--- config.mk ---
export PLATFORM = sky130hd
export DESIGN_NAME = load_store_unit_flat
export DESIGN_NICKNAME = d
export VERILOG_FILES = /design/src/rtl/load_store_unit_if.sv /design/src/rtl/load_store_unit.sv /design/src/flat_wrapper.sv
export SDC_FILE = /design/constraint.sdc
export NUM_CORES = 1
export LEC_CHECK = 0
export CORE_AREA = 2 2 139 114
export DETAILED_ROUTE_END_ITERATION = 8
export DIE_AREA = 0 0 141 116
export DONT_BUFFER_PORTS = 1
export PLACE_DENSITY = 0.73
export SLEW_MARGIN = 15
export SYNTH_ARGS = -nofsm -noshare
export SYNTH_HDL_FRONTEND = slang
export SYNTH_SLANG_ARGS = --single-unit
--- constraint.sdc ---
create_clock -name clk -period 1.83 [get_ports clk]
set_input_delay 0.4575 -clock clk [delete_from_list [all_inputs] [get_ports clk]]
set_output_delay 0.4575 -clock clk [all_outputs]
set_load 0.03 [all_outputs]
--- src/rtl/load_store_unit_if.sv ---
// load_store_unit_if: request/response handshake and data-memory bus of the load/store unit.
interface load_store_unit_if;
   logic        req_valid;
   logic        req_ready;
   logic        req_store;
   logic [2:0]  req_funct3;
   logic [31:0] req_addr;
   logic [31:0] req_wdata;
   logic        rsp_valid;
   logic [31:0] rsp_rdata;
   logic        rsp_err;
   logic [31:0] mem_addr;
   logic [31:0] mem_din;
   logic [3:0]  mem_we;
   logic [31:0] mem_dout;
   modport master (
      output req_valid, req_store, req_funct3, req_addr, req_wdata, mem_dout,
      input  req_ready, rsp_valid, rsp_rdata, rsp_err, mem_addr, mem_din, mem_we
   );
   modport slave (
      input  req_valid, req_store, req_funct3, req_addr, req_wdata, mem_dout,
      output req_ready, rsp_valid, rsp_rdata, rsp_err, mem_addr, mem_din, mem_we
   );
endinterface

--- src/rtl/load_store_unit.sv ---
// load_store_unit: RV32I load/store sequencer for a word-addressed memory with byte enables.
// Define LSU_MISALIGN_EN to split word-crossing accesses into two memory cycles instead of rejecting them.
module load_store_unit #(
   parameter int MEM_WORDS = 1024
) (
   input logic               clk,
   input logic               reset,
   load_store_unit_if.slave  bus
);
`ifdef LSU_MISALIGN_EN
   localparam int NB = 8;
`else
   localparam int NB = 4;
`endif
   localparam logic [31:0] LIM = 32'(MEM_WORDS);
   typedef enum logic [2:0] {IDLE, SETUP, ACC1, ACC2, WAIT, ERR} state_t;
   state_t           state_q, state_d;
   logic             store_q, store_d;
   logic [2:0]       f3_q, f3_d;
   logic [1:0]       off_q, off_d;
   logic [29:0]      idx_q, idx_d;
   logic [NB-1:0]    mask_q, mask_d;
   logic [8*NB-1:0]  data_q, data_d;
   logic             cross_q;
   logic [31:0]      lo_q;
   logic             rsp_valid_q, rsp_valid_d, rsp_err_q, rsp_err_d;
   logic [31:0]      rsp_rdata_q, rsp_rdata_d, mem_addr_q, mem_addr_d, mem_din_q, mem_din_d;
   logic [3:0]       mem_we_q, mem_we_d;
   logic [1:0]       off_a;
   logic [29:0]      idx_a;
   logic [2:0]       n_a;
   logic [3:0]       nmask_a;
   logic             legal_a, mis_a, cross_a, oor_a, done;
   logic [31:0]      lo_w, hi_w, sh_w, ld_w;
   assign off_a   = bus.req_addr[1:0];
   assign idx_a   = bus.req_addr[31:2];
   assign n_a     = bus.req_funct3[1:0] == 2'b00 ? 3'd1 : bus.req_funct3[1:0] == 2'b01 ? 3'd2 : 3'd4;
   assign nmask_a = bus.req_funct3[1:0] == 2'b00 ? 4'b0001 : bus.req_funct3[1:0] == 2'b01 ? 4'b0011 : 4'b1111;
   assign legal_a = bus.req_funct3[1:0] != 2'b11 &&
                    (bus.req_store ? !bus.req_funct3[2] : bus.req_funct3 != 3'b110);
   assign cross_a = ({1'b0, off_a} + n_a) > 3'd4;
   assign oor_a   = {2'b0, idx_a} >= LIM || (cross_a && {2'b0, idx_a + 30'd1} >= LIM);
`ifdef LSU_MISALIGN_EN
   logic        cross_d;
   logic [31:0] lo_d;
   assign mis_a   = 1'b0;
   assign cross_d = (state_q == IDLE && bus.req_valid) ? cross_a : cross_q;
   assign lo_d    = state_q == ACC2 ? bus.mem_dout : lo_q;
   always_ff @(posedge clk) begin
      if (reset) begin
         cross_q <= 1'b0;
         lo_q    <= 32'd0;
      end else begin
         cross_q <= cross_d;
         lo_q    <= lo_d;
      end
   end
`else
   assign mis_a   = |(off_a & (bus.req_funct3[1:0] == 2'b00 ? 2'b00 :
                               bus.req_funct3[1:0] == 2'b01 ? 2'b01 : 2'b11));
   assign cross_q = 1'b0;
   assign lo_q    = 32'd0;
`endif
   // A crossing load has word0 parked in lo_q while word1 arrives on mem_dout.
   assign lo_w = cross_q ? lo_q : bus.mem_dout;
   assign hi_w = cross_q ? bus.mem_dout : 32'd0;
   assign sh_w = 32'({hi_w, lo_w} >> {off_q, 3'b000});
   assign ld_w = f3_q == 3'b000 ? {{24{sh_w[7]}}, sh_w[7:0]} :
                 f3_q == 3'b001 ? {{16{sh_w[15]}}, sh_w[15:0]} :
                 f3_q == 3'b100 ? {24'd0, sh_w[7:0]} :
                 f3_q == 3'b101 ? {16'd0, sh_w[15:0]} : sh_w;
   assign done = state_q == ERR || state_q == WAIT ||
                 (store_q && (state_q == ACC2 || (state_q == ACC1 && !cross_q)));
   always_comb begin
      state_d = state_q;
      store_d = store_q;
      f3_d    = f3_q;
      off_d   = off_q;
      idx_d   = idx_q;
      mask_d  = mask_q;
      data_d  = data_q;
      case (state_q)
         IDLE: if (bus.req_valid) begin
            state_d = (!legal_a || mis_a || oor_a) ? ERR : SETUP;
            store_d = bus.req_store;
            f3_d    = bus.req_funct3;
            off_d   = off_a;
            idx_d   = idx_a;
            mask_d  = NB'({4'b0, nmask_a} << off_a);
            data_d  = (8*NB)'({32'b0, bus.req_wdata} << {off_a, 3'b000});
         end
         SETUP:   state_d = ACC1;
         ACC1:    state_d = cross_q ? ACC2 : store_q ? IDLE : WAIT;
         ACC2:    state_d = store_q ? IDLE : WAIT;
         default: state_d = IDLE;
      endcase
      mem_we_d   = 4'b0;
      mem_addr_d = mem_addr_q;
      mem_din_d  = mem_din_q;
      if (state_d == ACC1) begin
         mem_addr_d = {idx_q, 2'b00};
         mem_din_d  = data_q[31:0];
         mem_we_d   = store_q ? mask_q[3:0] : 4'b0;
      end
`ifdef LSU_MISALIGN_EN
      if (state_d == ACC2) begin
         mem_addr_d = {idx_q + 30'd1, 2'b00};
         mem_din_d  = data_q[63:32];
         mem_we_d   = store_q ? mask_q[7:4] : 4'b0;
      end
`endif
      rsp_valid_d = done;
      rsp_err_d   = done ? state_q == ERR : rsp_err_q;
      rsp_rdata_d = done ? (state_q == WAIT ? ld_w : 32'd0) : rsp_rdata_q;
   end
   always_ff @(posedge clk) begin
      if (reset) begin
         state_q     <= IDLE;
         store_q     <= 1'b0;
         f3_q        <= 3'd0;
         off_q       <= 2'd0;
         idx_q       <= 30'd0;
         mask_q      <= '0;
         data_q      <= '0;
         rsp_valid_q <= 1'b0;
         rsp_err_q   <= 1'b0;
         rsp_rdata_q <= 32'd0;
         mem_addr_q  <= 32'd0;
         mem_din_q   <= 32'd0;
         mem_we_q    <= 4'd0;
      end else begin
         state_q     <= state_d;
         store_q     <= store_d;
         f3_q        <= f3_d;
         off_q       <= off_d;
         idx_q       <= idx_d;
         mask_q      <= mask_d;
         data_q      <= data_d;
         rsp_valid_q <= rsp_valid_d;
         rsp_err_q   <= rsp_err_d;
         rsp_rdata_q <= rsp_rdata_d;
         mem_addr_q  <= mem_addr_d;
         mem_din_q   <= mem_din_d;
         mem_we_q    <= mem_we_d;
      end
   end
   assign bus.req_ready = state_q == IDLE;
   assign bus.rsp_valid = rsp_valid_q;
   assign bus.rsp_err   = rsp_err_q;
   assign bus.rsp_rdata = rsp_rdata_q;
   assign bus.mem_addr  = mem_addr_q;
   assign bus.mem_din   = mem_din_q;
   assign bus.mem_we    = mem_we_q;
endmodule

--- src/flat_wrapper.sv ---
// flat-port wrapper written by rule: the top's interface ports become plain ports
module load_store_unit_flat 
#(
   parameter int MEM_WORDS = 1024
)
  (clk, reset, bus_req_valid, bus_req_store, bus_req_funct3, bus_req_addr, bus_req_wdata, bus_mem_dout, bus_req_ready, bus_rsp_valid, bus_rsp_rdata, bus_rsp_err, bus_mem_addr, bus_mem_din, bus_mem_we);
  load_store_unit_if bus_i ();
  input logic clk;
  input logic reset;
  input wire logic [$bits(bus_i.req_valid)-1:0] bus_req_valid;
  input wire logic [$bits(bus_i.req_store)-1:0] bus_req_store;
  input wire logic [$bits(bus_i.req_funct3)-1:0] bus_req_funct3;
  input wire logic [$bits(bus_i.req_addr)-1:0] bus_req_addr;
  input wire logic [$bits(bus_i.req_wdata)-1:0] bus_req_wdata;
  input wire logic [$bits(bus_i.mem_dout)-1:0] bus_mem_dout;
  output wire logic [$bits(bus_i.req_ready)-1:0] bus_req_ready;
  output wire logic [$bits(bus_i.rsp_valid)-1:0] bus_rsp_valid;
  output wire logic [$bits(bus_i.rsp_rdata)-1:0] bus_rsp_rdata;
  output wire logic [$bits(bus_i.rsp_err)-1:0] bus_rsp_err;
  output wire logic [$bits(bus_i.mem_addr)-1:0] bus_mem_addr;
  output wire logic [$bits(bus_i.mem_din)-1:0] bus_mem_din;
  output wire logic [$bits(bus_i.mem_we)-1:0] bus_mem_we;
  assign bus_i.req_valid = bus_req_valid;
  assign bus_i.req_store = bus_req_store;
  assign bus_i.req_funct3 = bus_req_funct3;
  assign bus_i.req_addr = bus_req_addr;
  assign bus_i.req_wdata = bus_req_wdata;
  assign bus_i.mem_dout = bus_mem_dout;
  assign bus_req_ready = bus_i.req_ready;
  assign bus_rsp_valid = bus_i.rsp_valid;
  assign bus_rsp_rdata = bus_i.rsp_rdata;
  assign bus_rsp_err = bus_i.rsp_err;
  assign bus_mem_addr = bus_i.mem_addr;
  assign bus_mem_din = bus_i.mem_din;
  assign bus_mem_we = bus_i.mem_we;
  load_store_unit #(.MEM_WORDS(MEM_WORDS)) u_core (.clk(clk), .reset(reset), .bus(bus_i));
endmodule
## After elaboration in Yosys (flattened, before gate mapping)

Cells that the tools add are included.
Widths: inputs -> output; s select.

| storage, ports and cells | value |
|---|---|
| flip-flop bits (word level) | 175 |

| operators by class | value |
|---|---|
| add/subtract/negate cells | 2 |
| $lt $le $gt $ge | 3 |
| equality and inequality tests | 12 |
| shift-type cells | 3 |
| muxes and demuxes | 16 |
| bitwise logic cells | 3 |
| reductions and logical operators | 18 |

Operator list:

| kind | count |
|---|---|
| $mux 32 | 5 |
| $ge 30x11->1 const B | 2 |
| $shl 32x5->32 | 1 |
| $shr 32x5->32 | 1 |
| $add 30x1->30 const B | 1 |
| $mux 3 | 5 |
| $eq 3x3->1 const B | 4 |
| $eq 3x2->1 const B | 3 |
| $pmux 3 s3 | 1 |
| $mux 4 | 2 |
| $eq 3x1->1 const B | 2 |
| $logic_not 3->1 | 2 |
| $logic_or 1x1->1 | 6 |
| $mux 2 | 2 |
| $reduce_or 2->1 | 2 |
| $shl 4x2->4 | 1 |
| $add 2x3->3 | 1 |
| $gt 3x3->1 const B | 1 |
| $logic_and 1x1->1 | 3 |
| $ne 3x3->1 const B | 1 |
| $reduce_or 3->1 | 1 |
| $and 2x2->2 | 1 |
| $eq 2x1->1 const B | 1 |
| $logic_not 1->1 | 2 |
| 5 further kinds | 6 |

## Depth between registers and ports, before layout

| depth | value |
|---|---|
| depth in word-level cells | 14 |
| mapped depth | 8 |

## Least setup slack after synthesis

No wires, ideal clock.

| path | value |
|---|---|
| kind | flip-flop to flip-flop |
| from | reg u_core.state_q[1] |
| to | reg u_core.mask_q[2] |
| data arrival time | 2.049 ns |
| setup slack | -0.284 ns |
| cell stages (with the launch flop) | 7 |
| clock period less this slack | 2.114 ns |
| path through | dfxtp_1 > nor3_1 > nand2_1 > clkbuf_1 > a211oi_1 > a21oi_1 > nor2_1 |

| on the way | value |
|---|---|
| cells in the longest elaborated chain, start to end | 2 |

RTL lines:

| item | line | source |
|---|---|---|
| start, declared | load_store_unit.sv:17 | `state_t state_q, state_d;` |
| start signal, assigned | load_store_unit.sv:132 | `state_q <= state_d;` |
| $logic_not 3->1 | n/a |  |
| net bus_req_ready | flat_wrapper.sv:16 | `output wire logic [$bits(bus_i.req_ready)-1:0] bus_req_ready;` |
| $reduce_and 2->1 (no line) | n/a |  |
| end signal, assigned | load_store_unit.sv:137 | `mask_q <= mask_d;` |
| end, declared | load_store_unit.sv:22 | `logic [NB-1:0] mask_q, mask_d;` |

The timed path passes the listed nets, and every way through them passes these cells.
A chain may end at the register's enable or synchronous reset.

## Worst setup path in the final report

| path | value |
|---|---|
| from | reg u_core.state_q[1] |
| to | out bus_req_ready |

| on the way | value |
|---|---|
| cells in the longest elaborated chain, start to end | 1 |

RTL lines:

| item | line | source |
|---|---|---|
| $logic_not 3->1 | load_store_unit.sv:147 | `assign bus.req_ready = state_q == IDLE;` |
| end, declared | flat_wrapper.sv:16 |  |

No other way between the ends.

==> flow_summary_export.csv <==
group,metric,value,unit
global_route,grt_max_degree,172,
synthesis,seq_area_frac_synth,47.66,%
sta,final.period_utilization,93.80,%
detailed_routing,drc,0,
global_route,grt_pass1_wl,30.99,mm
synthesis,postSynthCellCount,920,
clocking,cts_tree,"done",
sta,final-max-slew-violation-count,0,
die,core_area,14860,um2
die,die_h,116,um
clocking,cts-root-buf,"clkbuf_16",
final_layout,layout.nets,1000,
final_layout,syn_to_final_growth,11.22,%
clocking,postCtsSetupBuffers,0,
outcome,status,"complete, no violations",
detailed_routing,vias,6307,
global_route,antenna_found_initial,0,
place,place.gp.congestion,0.8529,
final_layout,nFillCells,1384,
final_layout,design_area,8175,um2
clocking,path_clk_slew,0.07,ns
sta,layout_setup_ws,0.1135,ns
critical_path,r2r.worst_path.cells,4,
sta,fmax,582.6,MHz
sta,setup_violations,0,
hold_path,hold_path_depth,1,
synthesis,yosys_warnings,0,
power,p_leak,2.869,nW
final_layout,multiInputGateArea,3556,um2
sta,finClkSkew,0.01164,ns
clocking,cts_sinks,175,
hold_path,min_path_type,"input pin to flop",
die,die-area,16360,um2
sta,relSlewSlack,57.34,%
synthesis,ys_top_cells_by_area,"dfxtp_1, nand2_1, a21oi_1",
critical_path,cp-start-kind,"flop",
power,irDropWorstVdd,0.8335,mV
critical_path,r2r_end,"u_core.bus.rsp_rdata[15]",
synthesis,synth_cell_types,47,
detailed_routing,vias_per_cell,5.765,
detailed_routing,drt_iter0_drc,516,
detailed_routing,wl_per_cell,18.01,um
die,rows,40,
place,hpwl,13.24,mm
die,top_level_ports,206,
final_layout,area.sequential,3506,um2
synthesis,synth_area,7351,um2
critical_path,reg2reg_from,"u_core.off_q[0]",
synthesis,ys_ff_latch,175,
critical_path,cp.arrival,1.26,ns
critical_path,cpLargestDelayFamily,"flip-flops",
job,maxCapViolCount,0,
clocking,clk_latency,0.42,ns
critical_path,crit_slowest_cell,"dfxtp_1",
hold_path,whs_endpoint,"u_core.bus.mem_addr[20]",
hold_path,worstHoldStart,"reset",
final_layout,drive_gt1_share,8.619,%
final_layout,n_antenna_cell,0,
sta,tightest_slew,0.6375,ns
global_route,grt_pass1_vias,5722,
critical_path,r2r_slack,0.12,ns
clocking,numCtsBuffers,17,
sta,rsz0062_at_grt,"no",
detailed_routing,ant_nets,0,
die,start_util,49.45,%
critical_path,critPathKind,"flop to output port",
sta,fin_crit,1.717,ns
sta,finalHoldWorstSlack,0.1039,ns
clocking,cts_resized,0,
place,place_ws,-0.02831,ns
detailed_routing,drt-total-wl,19.70,mm
global_route,gr-total-overflow,0,
clocking,cts_hold_buf,0,
sta,finalHoldViolCount,0,
final_layout,final_cells,1094,
die,die_w,141,um
synthesis,yosysTopAreaCell,"dfxtp_1",
global_route,grt.total_usage,23.82,%
critical_path,end_kind,"output port",
clocking,htree_levels,4,
clocking,cts_buffer_depth,2,
critical_path,cp_num_buf_inv,1,
place,dpl-instance-area,7570,um2
critical_path,required,1.37,ns
synthesis,synth_top_area_share,47.66,%
synthesis,syn_area_per_cell,7.990,um2
power,p_per_area,1187,nW/um2
detailed_routing,first_pass_iters,6,
place,portBuffers,0,
place,dp.cells,1063,
critical_path,cp_slowest_stage_delay,0.35,ns
critical_path,crit_fanout,5,
critical_path,cp_cell_sequence,"nor3_2 > buf_4",
[metrics by stage]
step	utilization [%]	power [mW]	setup TNS, ns
floorplan	-	5.675	0
global placement	50.93	6.044	0
detailed placement	50.93	6.066	-0.02831
CTS	54.98	9.770	0
global route	55.00	10.13	0
finish	55.00	9.704	0
[worst max-delay path by stage]
stage                       from                  endpoint  slack, ns  depth (start not counted)
6_report       u_core.state_q[1]             bus_req_ready       0.11                          2
5_1_grt        u_core.state_q[2]         u_core.data_q[24]      0.004                          6
4_1_cts          u_core.off_q[0]  u_core.bus.rsp_rdata[15]       0.08                          4
3_5_place_dp   bus_req_funct3[0]         u_core.state_q[2]      -0.03                          8
3_3_place_gp   bus_req_funct3[0]         u_core.state_q[2]       0.03                          8
2_1_floorplan  u_core.state_q[1]          u_core.mask_q[2]       0.07                          6
[cells in the mapped netlist, drive strengths merged]
library cell / count
a211o: 7
a211oi: 20
a21o: 8
a21oi: 146
a221oi: 8
a22oi: 9
a2bb2oi: 7
a311o: 1
a32oi: 7
and2: 4
and3: 4
and4: 1
buf: 20
clkbuf: 52
conb: 1
dfxtp: 175
fa: 1
ha: 3
inv: 3
mux2: 8
mux2i: 24
mux4: 1
nand2: 251
nand3: 10
nand3b: 1
nand4: 4
nor2: 55
nor2b: 19
nor3: 33
nor4: 6
nor4b: 1
o2111ai: 2
o211ai: 2
o21a: 1
o21ai: 18
o21ba: 1
o22ai: 1
o41a: 1
o41ai: 1
or2: 1
or3: 2
[layout by cell type, fill, tap and decap left out, drive strengths merged, types with 3 or more instances in the layout]
cell type and count:
a21oi 146, clkbuf 19, a21o 8, mux2i 24, nor3 33, o21ai 18
nor2b 19, ha 3, a32oi 7, a211o 7, and3 4, bufinv 3
and2 4, nor4 6, a211oi 20, mux2 8, nand3 10, dfxtp 175
clkinvlp 4, clkinv 3, nand2 251, a221oi 8, buf 25, a2bb2oi 7
nand4 4, nor2 55, inv 5, a22oi 9
[cell families after synthesis]
family	share of synthesized area [%]
AO/OA/AOI/OAI	19.97
adder cells (fa/ha/maj)	0.7830
buffers and inverters	4.289
flip-flops	47.66
multiplexers	4.800
other	0.05101
AND/OR/NAND/NOR	22.45
[area by class of cell]
| type | instances | area share [%] |
|---|---|---|
| clock buffer | 19 | 5.418 |
| sequential | 175 | 42.88 |
| timing repair buffer | 25 | 3.214 |
| clock inverter | 12 | 1.959 |
| inverter | 3 | 0.1377 |
| multi-input combinational | 671 | 43.50 |
| tap | 189 | 2.893 |
[flip-flops by register name, indices dropped and copies added (netlist names), 2 cells and up]
register              count
u_core.off_q              2
u_core.data_q            32
u_core.bus.mem_we         4
u_core.mask_q             4
u_core.idx_q             30
u_core.state_q            3
u_core.f3_q               3
u_core.bus.mem_din       32
u_core.bus.mem_addr      30
u_core.bus.rsp_rdata     32
[power breakdown]
| part | internal [mW] | switching, mW | total [mW] |
|---|---|---|---|
| logic | 0.566 | 0.889 | 1.46 |
| registers | 4.09 | 0.438 | 4.53 |
| clock network | 2.19 | 1.53 | 3.72 |
| total | 6.85 | 2.86 | 9.70 |
[routing by layer]
| layer | track usage [%] | part of all wire (%) | vias to the layer above |
|---|---|---|---|
| met3 | 7.975 | 9.2 | 19 |
| met1 | 31.95 | 44 | 2921 |
| met2 | 37.33 | 46 | 255 |
| met5 | 0 | 0 | - |
| li1 | - | - | 3112 |
| met4 | 6.000 | 1.0 | 0 |
Note: power is estimated with default switching activity, not from simulation.
